## config.mk

```make
export PLATFORM = sky130hd
export DESIGN_NAME = frv_dmem_arbiter_flat
export DESIGN_NICKNAME = d
export VERILOG_FILES = /design/src/rtl/frv_dmem_arbiter_if.sv /design/src/rtl/frv_dmem_arbiter.sv /design/src/flat_wrapper.sv
export SDC_FILE = /design/constraint.sdc
export NUM_CORES = 1
export LEC_CHECK = 0
export BUFFER_PORTS_ARGS = -buffer_cell sky130_fd_sc_hd__buf_2
export CAP_MARGIN = 10
export CORE_AREA = 5 5 121 123
export CTS_CLUSTER_SIZE = 30
export DETAILED_ROUTE_END_ITERATION = 10
export DIE_AREA = 0 0 126 128
export SLEW_MARGIN = 20
export SYNTH_ARGS = -nofsm -noshare
export SYNTH_HDL_FRONTEND = slang
export SYNTH_SLANG_ARGS = --single-unit
```

## constraint.sdc

```tcl
create_clock -name g_clk -period 2.1 [get_ports g_clk]
set_input_delay 0.315 -clock g_clk [delete_from_list [all_inputs] [get_ports g_clk]]
set_output_delay 0.315 -clock g_clk [all_outputs]
set_load 0.02 [all_outputs]
```

## src/rtl/frv_dmem_arbiter_if.sv

```systemverilog
// One data-memory bus port: request phase (req/gnt) plus response phase (recv/ack).
// The requester side uses the master modport and the memory side uses the slave modport.
interface frv_dmem_arbiter_if;
    logic        req;
    logic        wen;
    logic [3:0]  strb;
    logic [31:0] addr;
    logic [31:0] wdata;
    logic        gnt;
    logic        recv;
    logic        ack;
    logic        error;
    logic [31:0] rdata;

    modport master (
        output req, wen, strb, addr, wdata, ack,
        input  gnt, recv, error, rdata
    );

    modport slave (
        input  req, wen, strb, addr, wdata, ack,
        output gnt, recv, error, rdata
    );
endinterface

```

## src/rtl/frv_dmem_arbiter.sv

```systemverilog
// Two-master data memory arbiter: round-robin with lock-on-stall request selection and an
// in-order owner FIFO that steers each response back to the master that issued it.
module frv_dmem_arbiter #(
    parameter int OUTSTANDING = 2
) (
    input  logic                  g_clk,
    input  logic                  g_resetn,
    frv_dmem_arbiter_if.slave     m0,
    frv_dmem_arbiter_if.slave     m1,
    frv_dmem_arbiter_if.master    s,
    output logic                  arb_error
);

    localparam int PTR_W = (OUTSTANDING > 1) ? $clog2(OUTSTANDING) : 1;
    localparam int CNT_W = $clog2(OUTSTANDING + 1);

    typedef logic [PTR_W-1:0] ptr_t;
    typedef logic [CNT_W-1:0] cnt_t;

    localparam cnt_t DEPTH    = cnt_t'(OUTSTANDING);
    localparam ptr_t LAST_PTR = ptr_t'(OUTSTANDING - 1);

    logic lock_valid_q, lock_valid_d;
    logic lock_id_q,    lock_id_d;
    logic last_id_q,    last_id_d;
    logic arb_error_q,  arb_error_d;
    ptr_t rd_ptr_q,     rd_ptr_d;
    ptr_t wr_ptr_q,     wr_ptr_d;
    cnt_t count_q,      count_d;
    logic owner_q [OUTSTANDING];

    logic sel_id;
    logic sel_req;
    logic fifo_full;
    logic fifo_empty;
    logic accept;
    logic head_id;
    logic resp_m0;
    logic resp_m1;
    logic pop;
    logic stray;

    function automatic ptr_t ptr_inc(input ptr_t p);
        return (p == LAST_PTR) ? '0 : p + ptr_t'(1);
    endfunction

    // A locked master keeps the bus; otherwise a lone requester wins and a tie goes
    // to whichever master was not granted last.
    always_comb begin
        if (lock_valid_q) begin
            sel_id  = lock_id_q;
            sel_req = lock_id_q ? m1.req : m0.req;
        end else begin
            sel_req = m0.req | m1.req;
            sel_id  = (m0.req && m1.req) ? ~last_id_q : m1.req;
        end
    end

    assign fifo_full  = (count_q == DEPTH);
    assign fifo_empty = (count_q == '0);

    always_comb begin
        s.req   = sel_req && !fifo_full;
        s.wen   = 1'b0;
        s.strb  = '0;
        s.addr  = '0;
        s.wdata = '0;
        if (sel_req) begin
            s.wen   = sel_id ? m1.wen   : m0.wen;
            s.strb  = sel_id ? m1.strb  : m0.strb;
            s.addr  = sel_id ? m1.addr  : m0.addr;
            s.wdata = sel_id ? m1.wdata : m0.wdata;
        end
    end

    assign accept = s.req && s.gnt;
    assign m0.gnt = accept && !sel_id;
    assign m1.gnt = accept &&  sel_id;

    // The head entry is stale while the FIFO is empty, so every use is gated by fifo_empty.
    assign head_id = owner_q[rd_ptr_q];
    assign resp_m0 = !fifo_empty && !head_id;
    assign resp_m1 = !fifo_empty &&  head_id;

    always_comb begin
        m0.recv  = s.recv  && resp_m0;
        m0.error = s.error && resp_m0;
        m0.rdata = resp_m0 ? s.rdata : '0;
        m1.recv  = s.recv  && resp_m1;
        m1.error = s.error && resp_m1;
        m1.rdata = resp_m1 ? s.rdata : '0;
    end

    // A response with nothing outstanding is drained so the bus cannot wedge.
    assign s.ack = fifo_empty ? s.recv : (head_id ? m1.ack : m0.ack);
    assign pop   = s.recv && s.ack && !fifo_empty;
    assign stray = s.recv && fifo_empty;

    always_comb begin
        lock_valid_d = lock_valid_q;
        lock_id_d    = lock_id_q;
        last_id_d    = last_id_q;
        arb_error_d  = arb_error_q | stray;
        rd_ptr_d     = pop    ? ptr_inc(rd_ptr_q) : rd_ptr_q;
        wr_ptr_d     = accept ? ptr_inc(wr_ptr_q) : wr_ptr_q;
        count_d      = count_q + cnt_t'(accept) - cnt_t'(pop);
        if (accept) begin
            lock_valid_d = 1'b0;
            last_id_d    = sel_id;
        end else if (s.req) begin
            lock_valid_d = 1'b1;
            lock_id_d    = sel_id;
        end
    end

    always_ff @(posedge g_clk) begin
        if (!g_resetn) begin
            lock_valid_q <= 1'b0;
            lock_id_q    <= 1'b0;
            last_id_q    <= 1'b1;
            arb_error_q  <= 1'b0;
            rd_ptr_q     <= '0;
            wr_ptr_q     <= '0;
            count_q      <= '0;
        end else begin
            lock_valid_q <= lock_valid_d;
            lock_id_q    <= lock_id_d;
            last_id_q    <= last_id_d;
            arb_error_q  <= arb_error_d;
            rd_ptr_q     <= rd_ptr_d;
            wr_ptr_q     <= wr_ptr_d;
            count_q      <= count_d;
        end
    end

    // Owner storage needs no reset: entries are only read between their push and pop.
    always_ff @(posedge g_clk) begin
        if (g_resetn && accept) begin
            owner_q[wr_ptr_q] <= sel_id;
        end
    end

    assign arb_error = arb_error_q;

    a_gnt_onehot: assert property (@(posedge g_clk) disable iff (!g_resetn)
        !(m0.gnt && m1.gnt));
    a_no_push_full: assert property (@(posedge g_clk) disable iff (!g_resetn)
        !(accept && fifo_full));

endmodule

```

## src/flat_wrapper.sv

```systemverilog
// flat-port wrapper written by rule: the top's interface ports become plain ports
module frv_dmem_arbiter_flat 
#(
    parameter int OUTSTANDING = 2
)
  (g_clk, g_resetn, arb_error, m0_req, m0_wen, m0_strb, m0_addr, m0_wdata, m0_ack, m0_gnt, m0_recv, m0_error, m0_rdata, m1_req, m1_wen, m1_strb, m1_addr, m1_wdata, m1_ack, m1_gnt, m1_recv, m1_error, m1_rdata, s_req, s_wen, s_strb, s_addr, s_wdata, s_ack, s_gnt, s_recv, s_error, s_rdata);
  frv_dmem_arbiter_if m0_i ();
  frv_dmem_arbiter_if m1_i ();
  frv_dmem_arbiter_if s_i ();
  input  logic g_clk;
  input  logic g_resetn;
  output logic arb_error;
  input wire logic [$bits(m0_i.req)-1:0] m0_req;
  input wire logic [$bits(m0_i.wen)-1:0] m0_wen;
  input wire logic [$bits(m0_i.strb)-1:0] m0_strb;
  input wire logic [$bits(m0_i.addr)-1:0] m0_addr;
  input wire logic [$bits(m0_i.wdata)-1:0] m0_wdata;
  input wire logic [$bits(m0_i.ack)-1:0] m0_ack;
  output wire logic [$bits(m0_i.gnt)-1:0] m0_gnt;
  output wire logic [$bits(m0_i.recv)-1:0] m0_recv;
  output wire logic [$bits(m0_i.error)-1:0] m0_error;
  output wire logic [$bits(m0_i.rdata)-1:0] m0_rdata;
  input wire logic [$bits(m1_i.req)-1:0] m1_req;
  input wire logic [$bits(m1_i.wen)-1:0] m1_wen;
  input wire logic [$bits(m1_i.strb)-1:0] m1_strb;
  input wire logic [$bits(m1_i.addr)-1:0] m1_addr;
  input wire logic [$bits(m1_i.wdata)-1:0] m1_wdata;
  input wire logic [$bits(m1_i.ack)-1:0] m1_ack;
  output wire logic [$bits(m1_i.gnt)-1:0] m1_gnt;
  output wire logic [$bits(m1_i.recv)-1:0] m1_recv;
  output wire logic [$bits(m1_i.error)-1:0] m1_error;
  output wire logic [$bits(m1_i.rdata)-1:0] m1_rdata;
  output wire logic [$bits(s_i.req)-1:0] s_req;
  output wire logic [$bits(s_i.wen)-1:0] s_wen;
  output wire logic [$bits(s_i.strb)-1:0] s_strb;
  output wire logic [$bits(s_i.addr)-1:0] s_addr;
  output wire logic [$bits(s_i.wdata)-1:0] s_wdata;
  output wire logic [$bits(s_i.ack)-1:0] s_ack;
  input wire logic [$bits(s_i.gnt)-1:0] s_gnt;
  input wire logic [$bits(s_i.recv)-1:0] s_recv;
  input wire logic [$bits(s_i.error)-1:0] s_error;
  input wire logic [$bits(s_i.rdata)-1:0] s_rdata;
  assign m0_i.req = m0_req;
  assign m0_i.wen = m0_wen;
  assign m0_i.strb = m0_strb;
  assign m0_i.addr = m0_addr;
  assign m0_i.wdata = m0_wdata;
  assign m0_i.ack = m0_ack;
  assign m0_gnt = m0_i.gnt;
  assign m0_recv = m0_i.recv;
  assign m0_error = m0_i.error;
  assign m0_rdata = m0_i.rdata;
  assign m1_i.req = m1_req;
  assign m1_i.wen = m1_wen;
  assign m1_i.strb = m1_strb;
  assign m1_i.addr = m1_addr;
  assign m1_i.wdata = m1_wdata;
  assign m1_i.ack = m1_ack;
  assign m1_gnt = m1_i.gnt;
  assign m1_recv = m1_i.recv;
  assign m1_error = m1_i.error;
  assign m1_rdata = m1_i.rdata;
  assign s_req = s_i.req;
  assign s_wen = s_i.wen;
  assign s_strb = s_i.strb;
  assign s_addr = s_i.addr;
  assign s_wdata = s_i.wdata;
  assign s_ack = s_i.ack;
  assign s_i.gnt = s_gnt;
  assign s_i.recv = s_recv;
  assign s_i.error = s_error;
  assign s_i.rdata = s_rdata;
  frv_dmem_arbiter #(.OUTSTANDING(OUTSTANDING)) u_core (.g_clk(g_clk), .g_resetn(g_resetn), .m0(m0_i), .m1(m1_i), .s(s_i), .arb_error(arb_error));
endmodule
```

==> flow_metrics.env <==
export IMPL_hp_start="g_resetn"
export IMPL_first_iter_violations=93
export IMPL_dr_pass1_iters=5
export IMPL_synth_top_family_by_area="simple AND/OR/NAND/NOR gates"
export IMPL_drive_gt1_frac=0.524
export IMPL_dieArea_um2=16100
export IMPL_yosysWarnings=0
export IMPL_ant_nets=0
export IMPL_yosys_cell_types_count=27
export IMPL_port_buffers=320
export IMPL_fin_skew_ns=0.00317
export IMPL_stdcell_count=855
export IMPL_cts_buffer_depth=2
export IMPL_syn2layout_area_growth_pct=104
export IMPL_cts_tree="built"
export IMPL_final_nets=857
export IMPL_r2r_end="u_core.count_q[1]"
export IMPL_cts_root_buffer="clkbuf_16"
export IMPL_coreArea_um2=13600
export IMPL_syn_cell_area_um2=1980
export IMPL_holdPathStages=2
export IMPL_wl_per_cell_um=13.5
export IMPL_cts_hold_buf=0
export IMPL_endpoint_kind="output port"
export IMPL_yosysSeqAreaShare=0.121
export IMPL_synth_xor_area_frac=0.0133
export IMPL_slew_violations=0
export IMPL_finalWirelength_um=11500
export IMPL_startpoint_type="flop"
export IMPL_status="finished, final reports clean"
export IMPL_post_route_cell_area_um2=4040
export IMPL_post_route_period_util=0.979
export IMPL_ys_ff_latch=11
export IMPL_period_needed_ns=2.06
export IMPL_r2r_slack_ns=0.24
export IMPL_place_area_um2=3870
export IMPL_htree_levels=1
export IMPL_syn_nets=543
export IMPL_critPathMaxFanout=3
export IMPL_max_slew_worst_pin_slew_ns=0.431
export IMPL_whs_ns=0.362
export IMPL_dp_cells=849
export IMPL_grt_first_pass_wirelength_um=16900
export IMPL_vdd_ir_drop_max_v=0.000278
export IMPL_drc=0
export IMPL_grt_pass1_vias=3282
export IMPL_start_util=0.146
export IMPL_num_antenna_cells=0
export IMPL_hold_end="u_core.last_id_q"
export IMPL_crit_required_ns=1.78
export IMPL_dieWidth_um=126
export IMPL_rr_worst_depth=8
export IMPL_dr_total_vias=3535
export IMPL_synth_cells=362
export IMPL_fmax_mhz=487
export IMPL_clock_latency_ns=0.24
export IMPL_cts_buffers=3
export IMPL_hpwl_um=10000
export IMPL_power_density_nw_per_um2=850
export IMPL_die_h_um=128
export IMPL_synthMuxAreaShare=0.0265
export IMPL_cts_sinks=11
export IMPL_final_util=0.298
export IMPL_maxCapViolCount=0
export IMPL_synthSimpleGateAreaFrac=0.532
export IMPL_io_pins=321
export IMPL_grt_total_usage=0.125
export IMPL_gp_congestion=0.892
export IMPL_gr_total_overflow=0
export IMPL_grt_start_max_net_pins=47
export IMPL_antenna_found_initial=1
export IMPL_synth_compound_area_frac=0.227
export IMPL_final_hold_viol_count=0
export IMPL_cellLeakagePower_nw=2.43
export IMPL_via_per_inst=4.13
export IMPL_cp_arrival_ns=1.74
export IMPL_crit_type="reg -> out"
export IMPL_avgSynthCellArea_um2=5.47
export IMPL_slew_limit_headroom=0.712
export IMPL_finalSetupViolCount=0
export IMPL_clkTransAtPathRegs_ns=0.04
export IMPL_final_setup_tns_ns=0
export IMPL_rows=43
export IMPL_synthAdderAreaFrac=0.0126
export IMPL_hold_class="in -> reg"
export IMPL_rsz0062_at_grt="no"
[stage by stage]
stage / setup WS, ns / power (W)
5_1_grt: 0.00310 / 0.00370
3_3_place_gp: 0.117 / 0.00304
3_5_place_dp: 0.0609 / 0.00305
2_1_floorplan: 0.230 / 0.00200
4_1_cts: 0.0206 / 0.00342
6_report: 0.0448 / 0.00344
[cell type report]
| class | count | area, µm² |
|---|---|---|
| clock buffer | 4 | 78.8 |
| sequential | 11 | 243 |
| fill | 1518 | 9520 |
| tap | 180 | 225 |
| inverter | 4 | 20.0 |
| multi-input combinational | 318 | 1630 |
| timing repair buffer | 338 | 1850 |
[how the worst max path moves through the flow]
stage                  endpoint  slack, ns
floorplan           s_wdata[21]       0.23
global placement     s_wdata[5]       0.12
detailed placement   s_wdata[5]       0.06
CTS                       s_ack       0.02
global route          s_strb[0]      0.003
finish                    s_ack       0.04
[cell usage in the layout, fill, tap and decap left out, drive strengths merged]
master,synthesis,final
o211ai,2,2
xor2,1,1
nor2b,4,4
a41o,1,1
edfxtp,2,2
ha,2,2
a2111oi,1,1
buf,5,338
xnor2,2,2
o21ai,2,2
a21o,1,1
o311a,1,1
mux2,2,2
and2,74,74
clkbuf,24,4
mux2i,3,3
nor2,8,8
o22ai,1,1
inv,4,4
dfxtp,9,9
and3,1,1
nand2,141,141
a22oi,1,1
a21oi,70,70
[report_power, final]
part | switching, W | internal, W | total [W]
registers | 0.0000508 | 0.000271 | 0.000322
logic | 0.00169 | 0.00108 | 0.00277
clock network | 0.0000891 | 0.000254 | 0.000344
total | 0.00183 | 0.00161 | 0.00344
[repair_timing]
| action | CTS | global route |
|---|---|---|
| setup buffers | 0 | 2 |
| endpoints found under the setup margin | 56 | 61 |
| pin swaps | 0 | 1 |
| gates resized for setup | 7 | 19 |
[kinds of logic (layout without fill, tap and decap cells)]
| kind of cell | Yosys count | after routing |
|---|---|---|
| compound gates | 80 | 80 |
| xor+xnor | 3 | 3 |
| flops | 11 | 11 |
| fa+ha+maj | 2 | 2 |
| mux | 5 | 5 |
| buf+inv | 33 | 346 |
| simple gates | 228 | 228 |
[critical path, stage by stage (launching register included)]
cell     delay, ns
dfxtp_2       0.33
mux2i_2       0.28
buf_4         0.16
mux2_2        0.32
mux2_2        0.27
buf_6         0.13
[sequential cells by signal, summed over array words and instances (netlist names), named ones only]
signal and flops:
u_core.arb_error 1, u_core.count_q 2, u_core.last_id_q 1, u_core.lock_id_q 1, u_core.lock_valid_q 1, u_core.owner_q 2
u_core.rd_ptr_q 1, u_core.wr_ptr_q 1
[synth_stat cells]
| library cell | count | area, µm² |
|---|---|---|
| a2111oi_4 | 1 | 27.5 |
| a21o_1 | 1 | 7.51 |
| a21oi_1 | 70 | 350 |
| a22oi_2 | 1 | 12.5 |
| a41o_1 | 1 | 10.0 |
| and2_1 | 74 | 463 |
| and3_1 | 1 | 6.26 |
| buf_2 | 4 | 20.0 |
| buf_4 | 1 | 7.51 |
| clkbuf_1 | 24 | 90.1 |
| dfxtp_1 | 9 | 180 |
| edfxtp_1 | 2 | 60.1 |
| ha_1 | 2 | 25.0 |
| inv_1 | 3 | 11.3 |
| inv_2 | 1 | 3.75 |
| mux2_2 | 2 | 22.5 |
| mux2i_1 | 3 | 30.0 |
| nand2_1 | 141 | 529 |
| nor2_1 | 8 | 30.0 |
| nor2b_1 | 4 | 25.0 |
| o211ai_1 | 2 | 15.0 |
| o21ai_0 | 1 | 5.00 |
| o21ai_1 | 1 | 5.00 |
| o22ai_1 | 1 | 6.26 |
| o311a_1 | 1 | 10.0 |
| xnor2_1 | 2 | 17.5 |
| xor2_1 | 1 | 8.76 |
[metal layers]
metal | share of wire | wire length [µm] | GRT usage | up-vias
met5 | 0.0011 | 13 | 0 | -
met4 | 0.0023 | 26 | 0.0101 | 2
met3 | 0.10 | 1180 | 0.0346 | 6
met2 | 0.51 | 5940 | 0.235 | 211
met1 | 0.38 | 4380 | 0.145 | 1531
li1 | - | - | - | 1785
No activity file was read; power rests on OpenSTA's default activity.
